$ cat config.mk
export PLATFORM = sky130hd
export DESIGN_NAME = obstacle_scroller
export DESIGN_NICKNAME = d
export VERILOG_FILES = /design/src/rtl/flappy_pkg.sv /design/src/rtl/gap_lfsr.sv /design/src/rtl/obstacle_scroller.sv
export SDC_FILE = /design/constraint.sdc
export NUM_CORES = 1
export LEC_CHECK = 0
export ABC_AREA = 1
export BUFFER_PORTS_ARGS = -buffer_cell sky130_fd_sc_hd__buf_2
export CORE_MARGIN = 2
export CORE_UTILIZATION = 56
export DETAILED_ROUTE_END_ITERATION = 7
export PLACE_DENSITY = 0.87
export SYNTH_ARGS = -nofsm -noshare
export SYNTH_HDL_FRONTEND = slang
export SYNTH_HIERARCHICAL = 1
export SYNTH_SLANG_ARGS = --single-unit
$ cat constraint.sdc
create_clock -name Clk -period 4.7 [get_ports Clk]
set_clock_uncertainty 0.15 [all_clocks]
set_input_delay 0.94 -clock Clk [delete_from_list [all_inputs] [get_ports Clk]]
set_output_delay 0.94 -clock Clk [all_outputs]
set_load 0.1 [all_outputs]
$ cat src/rtl/flappy_pkg.sv
// Shared definitions for the flappy obstacle datapath: FSM state encodings,
// screen dimensions and the gap LFSR feedback tap mask.
package flappy_pkg;

   typedef enum logic [1:0] {
      ST_INIT   = 2'd0,
      ST_SCROLL = 2'd1,
      ST_FROZEN = 2'd2
   } state_t;

   localparam int SCREEN_W = 640;
   localparam int SCREEN_H = 480;

   // Feedback taps for x^8 + x^6 + x^5 + x^4 + 1 on a left-shifting register
   // (bits 7, 5, 4 and 3), which gives a maximal-length 255-state sequence.
   localparam logic [7:0] LFSR_TAPS = 8'hB8;

endpackage

$ cat src/rtl/gap_lfsr.sv
// Free-running 8-bit Fibonacci LFSR that supplies the pseudo-random gap
// position. It advances on every clock, so it never sits at one value and,
// started from a nonzero seed, never reaches the all-zero lock-up state.
module gap_lfsr
   import flappy_pkg::*;
#(
   parameter logic [7:0] SEED = 8'hA5
) (
   input  logic       Clk,
   input  logic       reset,
   output logic [7:0] lfsr
);

   // Shift left every cycle, feeding back the XOR of the tapped bits.
   always_ff @(posedge Clk or posedge reset) begin
      if (reset) begin
         lfsr <= SEED;
      end else begin
         lfsr <= {lfsr[6:0], ^(lfsr & LFSR_TAPS)};
      end
   end

endmodule

$ cat src/rtl/obstacle_scroller.sv
// Obstacle stream generator: scrolls the obstacle left edge across the screen,
// picks a new gap position on every wrap, counts cleared obstacles and freezes
// on a collision until acknowledged.
// Optional macro SPEEDUP_EN: when defined, the scroll step grows with Score.
module obstacle_scroller
   import flappy_pkg::*;
#(
   parameter int         X_START   = 640,
   parameter int         STEP      = 1,
   parameter int         Y_BASE    = 160,
   parameter logic [7:0] LFSR_SEED = 8'hA5
) (
   input  logic       Clk,
   input  logic       reset,
   input  logic       Start,
   input  logic       Ack,
   input  logic       Tick,
   input  logic       Lose,
   output logic [9:0] X_Edge,
   output logic [9:0] Y_Edge,
   output logic [3:0] Score,
   output logic       Passed,
   output logic       Q_Init,
   output logic       Q_Scroll,
   output logic       Q_Frozen
);

   localparam logic [9:0] X_LOAD = 10'(X_START);
   localparam logic [9:0] Y_LOAD = 10'(Y_BASE);

   state_t     state;
   state_t     state_next;
   logic [9:0] x_next;
   logic [9:0] y_next;
   logic [3:0] score_next;
   logic       passed_next;
   logic [9:0] step;
   logic [9:0] gap_y;
   logic [7:0] lfsr;
   logic       unused_lfsr_msb;

   gap_lfsr #(
      .SEED (LFSR_SEED)
   ) u_gap_lfsr (
      .Clk   (Clk),
      .reset (reset),
      .lfsr  (lfsr)
   );

   assign unused_lfsr_msb = lfsr[7];
   assign gap_y           = Y_LOAD + {3'd0, lfsr[6:0]};

   // Per-tick move distance; the wrap test uses the same value so the
   // subtraction below can never underflow.
`ifdef SPEEDUP_EN
   assign step = 10'(STEP) + {8'd0, Score[3:2]};
`else
   assign step = 10'(STEP);
`endif

   // State and every output register, including the one-hot state flags.
   always_ff @(posedge Clk or posedge reset) begin
      if (reset) begin
         state    <= ST_INIT;
         X_Edge   <= X_LOAD;
         Y_Edge   <= Y_LOAD;
         Score    <= 4'd0;
         Passed   <= 1'b0;
         Q_Init   <= 1'b1;
         Q_Scroll <= 1'b0;
         Q_Frozen <= 1'b0;
      end else begin
         state    <= state_next;
         X_Edge   <= x_next;
         Y_Edge   <= y_next;
         Score    <= score_next;
         Passed   <= passed_next;
         Q_Init   <= (state_next == ST_INIT);
         Q_Scroll <= (state_next == ST_SCROLL);
         Q_Frozen <= (state_next == ST_FROZEN);
      end
   end

   // Next-state and datapath decisions; a collision beats a move in SCROLL.
   always_comb begin
      state_next  = state;
      x_next      = X_Edge;
      y_next      = Y_Edge;
      score_next  = Score;
      passed_next = 1'b0;
      case (state)
         ST_INIT: begin
            x_next = X_LOAD;
            if (Start) begin
               state_next = ST_SCROLL;
               y_next     = gap_y;
            end
         end
         ST_SCROLL: begin
            if (Lose) begin
               state_next = ST_FROZEN;
            end else if (Tick) begin
               if (X_Edge < step) begin
                  x_next      = X_LOAD;
                  y_next      = gap_y;
                  passed_next = 1'b1;
                  if (Score != 4'd15) begin
                     score_next = Score + 4'd1;
                  end
               end else begin
                  x_next = X_Edge - step;
               end
            end
         end
         ST_FROZEN: begin
            if (Ack) begin
               state_next = ST_INIT;
               x_next     = X_LOAD;
               score_next = 4'd0;
            end
         end
         default: begin
            state_next = ST_INIT;
            x_next     = X_LOAD;
            score_next = 4'd0;
         end
      endcase
   end

endmodule

==> results by stage <==
Clock network:
- The clock root buffer master is sky130_fd_sc_hd__clkbuf_4.
- The number of sinks driven by the clock tree is 37.
- In this run the deepest clock path goes through 2 buffers.
- The total of hold buffers inserted after clock tree synthesis is 0.
- The clock slew at the register clock pins of the worst setup and hold paths is 0.10 ns.
- The TritonCTS buffer count is 5.
- In this run the post-CTS setup repair buffer count came out at 0.
- The clock latency on the worst-skew pair is 0.33 ns.
- The count of H-tree levels built during CTS is 2.
- The TritonCTS clock tree is built.
- In this run, post-CTS repair resized a total of 0 instances.

Global routing:
- The total global routing track utilization is 20.40%.
- The number of antenna violations at the first check in global routing is 0.
- The via count of the first global-routing pass is 1,279.
- The overall overflow remaining after global route is 0.
- The largest net degree at the start of global routing is 30.
- The first global-routing pass estimated 5382 um of wire.

Place:
- Including well taps, the total number of placed cells is 261.
- The final weighted congestion in routability-driven placement is 0.7567.
- The number of port buffers is 32.
- The cell area reported after detailed placement is 1937 sq um.
- Prior to clock tree synthesis, the placed netlist has a worst setup slack of 2.518 ns.
- The post-detailed-placement half-perimeter wirelength is 2499 um.

Synthesis:
- The cell count after synthesis is 197.
- The synthesized netlist contains 28 unique library cells.
- A synthesized cell averages 8.847 sq um.
- The biggest area contributor in the post-synthesis netlist is sky130_fd_sc_hd__dfrtp_1.
- The number of enable-type register cells in the synthesized netlist is 0.
- Summing every instance area after synthesis gives 1743 sq um.
- The proportion of register bits with asynchronous set or reset after synthesis is 100.0%.
- The most used flip-flop cell after synthesis is sky130_fd_sc_hd__dfrtp_1.
- The share of the synthesized area in the top cell type is 40.20%.
- The number of nets in the synthesized netlist is 206.
- The Yosys warning count is 6.
- The number of register bits inferred by synthesis is 37.
- The sequential share of the synthesized area is 53.77%.
- After synthesis, the cell types taking the most area are sky130_fd_sc_hd__dfrtp_1 40%, sky130_fd_sc_hd__dfstp_2 14%, sky130_fd_sc_hd__nand2_1 11%.

Timing:
- For this run, the top clock speed supported by timing is 414.0 MHz.
- Setup repair after global routing left no endpoint under its margin.
- Setup violations remaining at the end of the flow were counted as 0.
- The final hold violation count is 0.
- Final hold analysis gives a worst-case slack of 0.2507 ns.
- Setup slack on the critical path of the routed design comes to 2.285 ns.
- At the pin with the least slew margin, the transition time is 1.035 ns.
- The fraction of the cycle the final worst path needs is 51.39%.
- The final period demand of the worst path is 2.415 ns.
- For the final routed database, the setup TNS stands at 0 ns.
- The number of max-slew violations in the final report is 0.
- The headroom to the max-slew limit is 30.89%.

Worst setup path:
- The worst register-to-register path ends at Y_Edge[0].
- The cell family with the largest share of critical-path delay is flip-flops.
- The worst register-to-register path has a setup slack of 2.89 ns.
- Traced cell by cell, the critical path runs through buf_2.
- STA puts the critical path data required time at 3.61 ns.
- The sort of element at the start of the critical path is a register.
- The critical path starts at X_Edge[7].
- The top fanout value on the critical path is 5.
- The critical path capture point type is a primary output.
- The number of buffers and inverters on the critical path is 1.
- The critical path ends at X_Edge[7].
- The slowest stage of the critical path belongs to the cell sky130_fd_sc_hd__dfstp_2.
- In this run the number of cells on the critical path is 1.
- The worst register-to-register path begins at X_Edge[0].
- The arrival time at the worst endpoint is 1.33 ns.
- On the worst path, the slowest cell contributes a delay of 0.57 ns.
- The worst setup path is of the register to primary output kind.
- The worst reg2reg path depth is 9.

Worst hold path:
- The kind of path behind the tightest hold check is register to register.

Power and ir drop:
- The power after layout is 1.424 mW.
- The total power divided by cell area is 713.7 nW/um^2.
- In this run the static leakage power is 1.080 nW.
- IR analysis of the VDD net gives a maximum drop of 0.5113 mV.

Detailed routing:
- In the routed design, unresolved DRC markers number 0.
- The count of nets left with antenna violations once routing finished came out at 0.
- The length of the first detailed-routing pass in iterations is 4.
- The iteration-0 DRC count of the detailed router is 44.
- In the final routed layout, each cell accounts on average for 12.34 um.
- After detailed routing, the number of vias per cell comes to 5.435.
- The routed design has 3320 um of wire.
- Across all layers, the routed design uses 1,462 vias.

Finish:
- The number of fill cells is 262.
- The share of layout cells above drive strength 1 is 27.97%.
- The area occupied by multi-input gates is 728.2 sq um.
- The net count of the finished layout is 244.
- The layout overhead on the synthesized area is 14.50%.
- The number of antenna diodes in the final layout is 0.
- The filler-free cell count of the finished design is 269.
- Leaving out fill and tap cells, the most frequent cells in the layout are 53 x sky130_fd_sc_hd__nand2_1, 32 x sky130_fd_sc_hd__buf_2, 28 x sky130_fd_sc_hd__dfrtp_1.
- In the final layout, flip-flops and latches occupy 937.1 sq um.
- The commonest non-fill, non-tap cell in the layout is sky130_fd_sc_hd__nand2_1.
- The finished layout cell area is 1996 sq um.
- The end-of-flow core utilization is 66.46%.

Die:
- The horizontal extent of the die is 59.79 um.
- For this design the top-level I/O count stands at 34.
- The die is 59.79 um tall.
- The starting density of the core is 58.04%.
- The site row count is 20.
- The full die area is 3575 sq um.
- The area of the core is 3003 sq um.

Outcome:
- The run finished with clean final reports.

Run:
- Across the run, the number of max-cap violations was 0.
-- synth_stat cells, types with 2 or more instances --
library cell               number
sky130_fd_sc_hd__nand2_1       53
sky130_fd_sc_hd__dfrtp_1       28
sky130_fd_sc_hd__nand3_1       20
sky130_fd_sc_hd__nor2_1        18
sky130_fd_sc_hd__inv_1         14
sky130_fd_sc_hd__dfstp_2        9
sky130_fd_sc_hd__o21ai_0        7
sky130_fd_sc_hd__nand4_1        6
sky130_fd_sc_hd__nand3b_1       5
sky130_fd_sc_hd__nand2_2        4
sky130_fd_sc_hd__a21oi_1        3
sky130_fd_sc_hd__ha_1           3
sky130_fd_sc_hd__inv_2          3
sky130_fd_sc_hd__nor2_2         3
sky130_fd_sc_hd__nor2_4         3
sky130_fd_sc_hd__nand2_4        2
sky130_fd_sc_hd__o21bai_1       2
sky130_fd_sc_hd__or2_2          2
sky130_fd_sc_hd__xnor2_1        2
sky130_fd_sc_hd__xor2_1         2
-- area by class of cell --
type,count,share of cell area (%)
inverter,18,3.511
tap,33,2.069
clock buffer,8,2.947
multi-input combinational,141,36.49
timing repair buffer,32,8.025
sequential,37,46.96
-- how the worst min path moves through the flow --
stage                            start                 end  slack, ns  cells after the start
floorplan           u_gap_lfsr/lfsr[1]  u_gap_lfsr/lfsr[2]       0.21                      0
global placement    u_gap_lfsr/lfsr[1]  u_gap_lfsr/lfsr[2]       0.22                      0
detailed placement  u_gap_lfsr/lfsr[1]  u_gap_lfsr/lfsr[2]       0.22                      0
CTS                 u_gap_lfsr/lfsr[1]  u_gap_lfsr/lfsr[2]       0.25                      0
global route        u_gap_lfsr/lfsr[1]  u_gap_lfsr/lfsr[2]       0.25                      0
finish              u_gap_lfsr/lfsr[1]  u_gap_lfsr/lfsr[2]       0.25                      0
-- per-layer routing --
layer  track usage [%]  vias up  wire, um
li1                  -      711         -
met5                 0        -         0
met2             35.09       43      1626
met3             4.762        5       187
met1             24.79      703      1476
met4             7.619        0        29
-- registers in the layout, indices dropped and copies added, names as in the netlist --
| signal | cells |
|---|---|
| state | 2 |
| Q_Frozen | 1 |
| Score | 4 |
| X_Edge | 10 |
| Q_Init | 1 |
| Q_Scroll | 1 |
| Passed | 1 |
| Y_Edge | 9 |
| u_gap_lfsr/lfsr | 8 |
-- kinds of logic after synthesis --
logic type	count (synthesis)	share of synthesized area [%]
DFF	37	53.77
AOI/OAI and AO/OA	15	4.881
and+or+nand+nor	118	32.52
xor gates and xnor gates	4	2.010
other	1	0.2152
buffers and inverters	19	4.451
adders and majority gates	3	2.154
-- power by group --
part           switching, mW  total (mW)  internal, mW
sequential            0.0598       0.449         0.389
clock                 0.0940       0.168        0.0738
combinational          0.648       0.808         0.160
total                  0.802        1.42         0.623
Power figures use the tool's default switching activity.
